<file path="src/rtl/medidor_distancia_3s.sv">
// -----------------------------------------------------------------------------
// medidor_distancia_3s
//
// Three-sensor ultrasonic (HC-SR04) front end. Each `medir` request fires the
// sensors one after another, times each echo pulse in whole centimetres and
// delivers one fused distance plus per-sensor validity on a `pronto` pulse.
//
// Build option (macro MEDIANA_EN):
//   defined   : fused distance = median (3 valid), minimum (2 valid),
//               the single value (1 valid), held with erro=1 (0 valid).
//   undefined : distance taken from sensor 1 only, erro = sensor 1 invalid;
//               sensors 2 and 3 are still measured so `validos` is complete.
//
// Ports:
//   clock                  system clock, rising edge
//   reset                  asynchronous active-low reset
//   medir                  start request, accepted only in INICIAL
//   echo1..echo3           asynchronous echo inputs
//   trigger1..trigger3     sensor trigger outputs (at most one high)
//   distancia[8:0]         fused distance in cm
//   validos[2:0]           bit i-1 = sensor i valid in the last cycle
//   erro                   no usable reading in the last cycle
//   pronto                 one-clock pulse when the results update
//   db_estado[3:0]         current FSM state code
// -----------------------------------------------------------------------------
module medidor_distancia_3s #(
  parameter int CLK_FREQ_MHZ  = 50,
  parameter int TRIG_US       = 10,
  parameter int TIMEOUT_US    = 30000,
  parameter int GAP_US        = 100,
  parameter int CICLOS_POR_CM = 2941
) (
  input  logic       clock,
  input  logic       reset,
  input  logic       medir,
  input  logic       echo1,
  input  logic       echo2,
  input  logic       echo3,
  output logic       trigger1,
  output logic       trigger2,
  output logic       trigger3,
  output logic [8:0] distancia,
  output logic [2:0] validos,
  output logic       erro,
  output logic       pronto,
  output logic [3:0] db_estado
);

  localparam int TRIG_CYC = TRIG_US * CLK_FREQ_MHZ;
  localparam int TOUT_CYC = TIMEOUT_US * CLK_FREQ_MHZ;
  localparam int GAP_CYC  = GAP_US * CLK_FREQ_MHZ;
  localparam int TMR_W    = $clog2(TRIG_CYC + TOUT_CYC + GAP_CYC + 1);
  localparam int SUB_W    = (CICLOS_POR_CM > 1) ? $clog2(CICLOS_POR_CM) : 1;

  typedef enum logic [3:0] {
    INICIAL     = 4'd0,
    TRIGGER     = 4'd1,
    ESPERA_ECHO = 4'd2,
    MEDE        = 4'd3,
    GAP         = 4'd4,
    CALCULA     = 4'd5,
    FINAL       = 4'd6
  } estado_t;

  estado_t state_q, state_d;

  logic [1:0]       idx_q, idx_d;        // 0..2 selects sensor 1..3
  logic [TMR_W-1:0] timer_q, timer_d;    // shared trigger/timeout/gap timer
  logic [SUB_W-1:0] sub_q, sub_d;        // cycles within the current cm
  logic [8:0]       cm_q, cm_d;          // saturating cm counter
  logic [2:0][8:0]  res_q, res_d;        // per-sensor results in cm
  logic [2:0]       val_q, val_d;        // per-sensor validity
  logic [8:0]       dist_q, dist_d;
  logic [2:0]       validos_q, validos_d;
  logic             erro_q, erro_d;

  // Echo synchronizer (two flops) plus one delayed copy for edge detection.
  logic [2:0] echo_raw, meta_q, sync_q, prev_q;
  assign echo_raw = {echo3, echo2, echo1};

  always_ff @(posedge clock or negedge reset) begin
    if (!reset) begin
      meta_q <= '0;
      sync_q <= '0;
      prev_q <= '0;
    end else begin
      meta_q <= echo_raw;
      sync_q <= meta_q;
      prev_q <= sync_q;
    end
  end

  logic cur_echo, cur_rise;
  // A line that is already high has prev=1, so only a true 0->1 counts.
  assign cur_echo = sync_q[idx_q];
  assign cur_rise = sync_q[idx_q] & ~prev_q[idx_q];

  logic trig_done, tout_done, gap_done;
  assign trig_done = (timer_q == TMR_W'(TRIG_CYC - 1));
  assign tout_done = (timer_q == TMR_W'(TOUT_CYC - 1));
  assign gap_done  = (timer_q == TMR_W'(GAP_CYC - 1));

  // ---------------------------------------------------------------------------
  // FSM: state register
  // ---------------------------------------------------------------------------
  always_ff @(posedge clock or negedge reset) begin
    if (!reset) state_q <= INICIAL;
    else        state_q <= state_d;
  end

  // ---------------------------------------------------------------------------
  // FSM: next state
  // ---------------------------------------------------------------------------
  always_comb begin
    state_d = state_q;
    unique case (state_q)
      INICIAL:     if (medir) state_d = TRIGGER;
      TRIGGER:     if (trig_done) state_d = ESPERA_ECHO;
      ESPERA_ECHO: begin
        if (cur_rise)       state_d = MEDE;
        else if (tout_done) state_d = GAP;
      end
      MEDE:        if (!cur_echo || tout_done) state_d = GAP;
      GAP:         if (gap_done) state_d = (idx_q == 2'd2) ? CALCULA : TRIGGER;
      CALCULA:     state_d = FINAL;
      FINAL:       state_d = INICIAL;
      default:     state_d = INICIAL;
    endcase
  end

  // ---------------------------------------------------------------------------
  // FSM: outputs
  // ---------------------------------------------------------------------------
  always_comb begin
    trigger1  = 1'b0;
    trigger2  = 1'b0;
    trigger3  = 1'b0;
    if (state_q == TRIGGER) begin
      trigger1 = (idx_q == 2'd0);
      trigger2 = (idx_q == 2'd1);
      trigger3 = (idx_q == 2'd2);
    end
    pronto    = (state_q == FINAL);
    db_estado = state_q;
  end

  assign distancia = dist_q;
  assign validos   = validos_q;
  assign erro      = erro_q;

`ifdef MEDIANA_EN
  function automatic logic [8:0] min9(input logic [8:0] a, input logic [8:0] b);
    return (a < b) ? a : b;
  endfunction

  function automatic logic [8:0] max9(input logic [8:0] a, input logic [8:0] b);
    return (a > b) ? a : b;
  endfunction

  function automatic logic [8:0] med3(input logic [8:0] a, input logic [8:0] b,
                                      input logic [8:0] c);
    return max9(min9(a, b), min9(max9(a, b), c));
  endfunction
`endif

  // ---------------------------------------------------------------------------
  // Datapath next state
  // ---------------------------------------------------------------------------
  always_comb begin
    idx_d     = idx_q;
    sub_d     = sub_q;
    cm_d      = cm_q;
    res_d     = res_q;
    val_d     = val_q;
    dist_d    = dist_q;
    validos_d = validos_q;
    erro_d    = erro_q;

    // The timer restarts on every state change so each phase times from 0.
    if (state_d != state_q || state_q == INICIAL) timer_d = '0;
    else                                          timer_d = timer_q + TMR_W'(1);

    unique case (state_q)
      INICIAL: if (medir) idx_d = 2'd0;
      ESPERA_ECHO: begin
        if (cur_rise) begin
          // The rise cycle is already one cycle of echo width.
          sub_d = SUB_W'(1);
          cm_d  = '0;
        end else if (tout_done) begin
          val_d[idx_q] = 1'b0;
        end
      end
      MEDE: begin
        if (!cur_echo) begin
          res_d[idx_q] = cm_q;
          val_d[idx_q] = 1'b1;
        end else if (tout_done) begin
          val_d[idx_q] = 1'b0;
        end else if (sub_q == SUB_W'(CICLOS_POR_CM - 1)) begin
          sub_d = '0;
          cm_d  = (cm_q == 9'd511) ? 9'd511 : cm_q + 9'd1;
        end else begin
          sub_d = sub_q + SUB_W'(1);
        end
      end
      GAP: if (gap_done && idx_q != 2'd2) idx_d = idx_q + 2'd1;
      CALCULA: begin
        validos_d = val_q;
`ifdef MEDIANA_EN
        erro_d = (val_q == 3'b000);
        unique case (val_q)
          3'b111:  dist_d = med3(res_q[0], res_q[1], res_q[2]);
          3'b011:  dist_d = min9(res_q[0], res_q[1]);
          3'b101:  dist_d = min9(res_q[0], res_q[2]);
          3'b110:  dist_d = min9(res_q[1], res_q[2]);
          3'b001:  dist_d = res_q[0];
          3'b010:  dist_d = res_q[1];
          3'b100:  dist_d = res_q[2];
          default: dist_d = dist_q;
        endcase
`else
        erro_d = ~val_q[0];
        if (val_q[0]) dist_d = res_q[0];
`endif
      end
      default: ;
    endcase
  end

  always_ff @(posedge clock or negedge reset) begin
    if (!reset) begin
      idx_q     <= '0;
      timer_q   <= '0;
      sub_q     <= '0;
      cm_q      <= '0;
      res_q     <= '0;
      val_q     <= '0;
      dist_q    <= '0;
      validos_q <= '0;
      erro_q    <= 1'b0;
    end else begin
      idx_q     <= idx_d;
      timer_q   <= timer_d;
      sub_q     <= sub_d;
      cm_q      <= cm_d;
      res_q     <= res_d;
      val_q     <= val_d;
      dist_q    <= dist_d;
      validos_q <= validos_d;
      erro_q    <= erro_d;
    end
  end

endmodule

</file>
<file path="config.mk">
export PLATFORM = sky130hd
export DESIGN_NAME = medidor_distancia_3s
export DESIGN_NICKNAME = d
export VERILOG_FILES = /design/src/rtl/medidor_distancia_3s.sv
export SDC_FILE = /design/constraint.sdc
export NUM_CORES = 1
export LEC_CHECK = 0
export ABC_CLOCK_PERIOD_IN_PS = 2700
export CAP_MARGIN = 0
export CORE_AREA = 2 2 89 91
export CTS_CLUSTER_SIZE = 40
export DETAILED_ROUTE_END_ITERATION = 8
export DIE_AREA = 0 0 91 93
export MAX_ROUTING_LAYER = met4
export PLACE_DENSITY = 0.74
export SLEW_MARGIN = 20
export SYNTH_ARGS = -nofsm -noshare
export SYNTH_HDL_FRONTEND = slang
export SYNTH_SLANG_ARGS = --single-unit
</file>
<file path="constraint.sdc">
create_clock -name clock -period 2.7 [get_ports clock]
set_clock_uncertainty 0.1 [all_clocks]
set_input_delay 0.54 -clock clock [delete_from_list [all_inputs] [get_ports clock]]
set_output_delay 0.54 -clock clock [all_outputs]
set_load 0.1 [all_outputs]
</file>
==> impl_metrics.env, run 1 <==
export IMPL_drt_pre_antenna_iters=5
export IMPL_synthFlopType="dfrtp_1"
export IMPL_ant_nets=0
export IMPL_holdWs_ns=0.0815
export IMPL_maxSlewViolCount=0
export IMPL_synth_cells=380
export IMPL_status="complete, no violations"
export IMPL_yosys_area_top_type="dfrtp_1"
export IMPL_core_rowCount=32
export IMPL_cts_sinks=82
export IMPL_rrSetupSlack_ns=0.05
export IMPL_synth_top_area_share_pct=52.7
export IMPL_drt_iter0_markers=197
export IMPL_routed_via_density=5.47
export IMPL_grt_pass1_wl_mm=13.3
export IMPL_design_area_um2=4780
export IMPL_antenna_found_initial=0
export IMPL_post_drt_wl_per_cell_um=14.9
export IMPL_relSlewSlack_pct=59.6
export IMPL_final_min_clock_period_ns=2.65
export IMPL_period_share_pct=98.3
export IMPL_synth_edf_count=0
export IMPL_clk_pin_slew_ns=0.09
export IMPL_cts_tree="done"
export IMPL_syn_nets=393
export IMPL_worst_pin_slew_ns=0.606
export IMPL_fmax_mhz=377
export IMPL_drc=0
export IMPL_drt_total_wl_mm=8.00
export IMPL_ir_worst_vdd_mv=0.236
export IMPL_gr_total_overflow=0
export IMPL_synth_common_cells="dfrtp_1, nor2_1, nand2_1, mux2_2, a21oi_1"
export IMPL_r2r_cells=11
export IMPL_ys_seq_area_share_pct=52.7
export IMPL_port_buffers=26
export IMPL_htreeDepth=3
export IMPL_setup_worst_path_start="timer_q[6]"
export IMPL_ys_ff_latch=82
export IMPL_fp_dieArea_um2=8460
export IMPL_reg2reg_from="timer_q[6]"
export IMPL_initial_utilization_pct=51.7
export IMPL_synth_area_leaders="dfrtp_1, mux2_2, nor2_1"
export IMPL_grt_pass1_vias=2847
export IMPL_cts_inserted_buffers=9
export IMPL_criticalPathCategory="flop to flop"
export IMPL_grt_total_usage_pct=20.3
export IMPL_yosysMostFrequentCell="dfrtp_1"
export IMPL_cp_required_ns=2.84
export IMPL_instances_no_fill=537
export IMPL_ios=27
export IMPL_max_cap_violations=0
export IMPL_dpl_hpwl_mm=5.42
export IMPL_dp_cells=517
export IMPL_r2r_end="timer_q[17]"
export IMPL_synth_area_um2=3890
export IMPL_path_max_fanout=10
export IMPL_cts_root_buf="clkbuf_8"
export IMPL_crit_arrival_ns=2.80
export IMPL_ys_types=48
export IMPL_place_gp_congestion=0.881
export IMPL_cts_path_max_buffers=2
export IMPL_endpoint_kind="flop"
export IMPL_layout_drive_gt1_share_pct=24.8
export IMPL_die_h_um=93
export IMPL_clk_latency_ns=0.35
export IMPL_powerDensity_nw_per_um2=502
export IMPL_grt_max_degree=49
export IMPL_rsz0062_at_grt="true"
export IMPL_nets=443
export IMPL_placed_cell_area_um2=4400
export IMPL_die_w_um=91
export IMPL_hold_viol=0
export IMPL_core_area_um2=7530
export IMPL_holdBufCountCts=0
export IMPL_leakagePower_nw=2.21
export IMPL_min_path_type="input port to asynchronous set/reset pin"
export IMPL_finalPower_mw=2.40
export IMPL_yosysWarningCount=0
export IMPL_startpoint_type="flop"
export IMPL_synthArstFlopShare_pct=100
export IMPL_vias=2935
export IMPL_post_synth_cell_area_avg_um2=10.2
export IMPL_syn_to_final_growth_pct=22.7
export IMPL_num_antenna_cells=0
export IMPL_setup_violations=0
-- power breakdown --
part / total (mW) / internal, mW / leakage (nW) / switching [mW]
Sequential: 1.25 / 1.24 / 1.12 / 0.00982
Combinational: 0.133 / 0.0479 / 0.985 / 0.0847
Clock: 1.02 / 0.537 / 0.113 / 0.482
-- routing by layer --
metal | vias up | part of all wire (%) | track usage (%) | routed length (um)
met5 | - | 0 | - | 0
li1 | 1429 | - | - | -
met2 | 68 | 46 | 29.9 | 3660
met1 | 1424 | 48 | 28.0 | 3880
met3 | 14 | 4.2 | 4.03 | 334
met4 | 0 | 1.6 | 8.21 | 127
-- sequential cells by signal, summed over array words and instances, names as in the netlist --
signal / count
prev_q: 3
sync_q: 3
distancia: 9
idx_q: 2
val_q: 3
validos: 3
timer_q: 21
res_q: 9
cm_q: 9
db_estado: 4
erro: 1
sub_q: 12
meta_q: 3
-- cells in the final DEF, fill, tap and decap left out, types with 5 or more instances in the layout --
cell type,netlist,layout
dfrtp_1,82,79
nand2_1,42,41
buf_4,0,36
nor2_1,46,34
mux2_2,20,20
a21oi_1,19,19
nand3_1,17,17
and3_1,17,16
xor2_1,16,16
inv_1,14,14
o21ai_0,11,11
nor2_2,1,9
clkbuf_8,0,9
xnor2_1,8,8
nand4_1,7,7
ha_1,7,6
o31ai_1,5,5
buf_12,0,5
-- worst max-delay path, cell delays in order, from the launching register on --
cell       delay (ns)
dfrtp_1          0.39
buf_4            0.16
nor4b_1          0.40
nand3b_1         0.17
nor4_1           0.32
buf_4            0.20
a221oi_4         0.07
and3_4           0.21
o211ai_2         0.16
buf_6            0.15
clkbuf_16        0.16
nor2_1           0.05
-- cell type report --
| cell class | instances | area (um^2) |
|---|---|---|
| clock buffer | 9 | 124 |
| clock inverter | 7 | 105 |
| fill | 611 | 2750 |
| inverter | 14 | 52.6 |
| multi-input combinational | 275 | 1840 |
| sequential | 82 | 2060 |
| tap | 102 | 128 |
| timing repair buffer | 48 | 472 |
-- kinds of logic after synthesis --
family	share of synthesized area, %
buf+inv	2.63
compound gates	8.90
other cells	0.0963
mux	6.04
flops	52.7
fa+ha+maj	2.25
simple gates	22.0
xor+xnor	5.40
-- per-stage QoR --
stage	worst slack (ns)	utilization [%]	TNS, ns
after CTS	0.0488	61.4	0
after detailed placement	0.0651	58.4	0
final	0.0451	63.5	0
after floorplan	-0.0421	-	-0.0421
after global routing	-0.111	63.5	-1.88
after global placement	0.123	58.4	0
-- worst max path at each step --
| stage | to | slack (ns) | depth (start not counted) |
|---|---|---|---|
| 2_1_floorplan | pronto | -0.04 | 3 |
| 4_1_cts | timer_q[16] | 0.05 | 9 |
| 3_5_place_dp | timer_q[16] | 0.07 | 9 |
| 3_3_place_gp | timer_q[13] | 0.12 | 9 |
| 6_report | timer_q[17] | 0.05 | 11 |
| 5_1_grt | timer_q[18] | -0.11 | 10 |
-- repair_timing --
| action | 4_1_cts | 5_1_grt |
|---|---|---|
| endpoints found under the setup margin | 0 | 27 |
| setup buffers | 0 | 2 |
| gates resized for setup | 0 | 24 |
(Power assumes the default switching activity.)
==> run 2: changes to the inputs <==
--- a/config.mk
+++ b/config.mk
@@ -13,7 +13,7 @@
 export DIE_AREA = 0 0 91 93
 export MAX_ROUTING_LAYER = met4
 export PLACE_DENSITY = 0.74
-export SLEW_MARGIN = 20
+export SLEW_MARGIN = 40
 export SYNTH_ARGS = -nofsm -noshare
 export SYNTH_HDL_FRONTEND = slang
 export SYNTH_SLANG_ARGS = --single-unit
==> results of run 2 <==
Final layout, timing and power as in run 1 (identical DEF).
==> run 3: changes to the inputs <==
--- a/config.mk
+++ b/config.mk
@@ -11,6 +11,7 @@
 export CTS_CLUSTER_SIZE = 40
 export DETAILED_ROUTE_END_ITERATION = 8
 export DIE_AREA = 0 0 91 93
+export GPL_TIMING_DRIVEN = 1
 export MAX_ROUTING_LAYER = met4
 export PLACE_DENSITY = 0.74
 export SLEW_MARGIN = 40
==> results of run 3 <==
Final layout, timing and power as in run 1 (identical DEF).
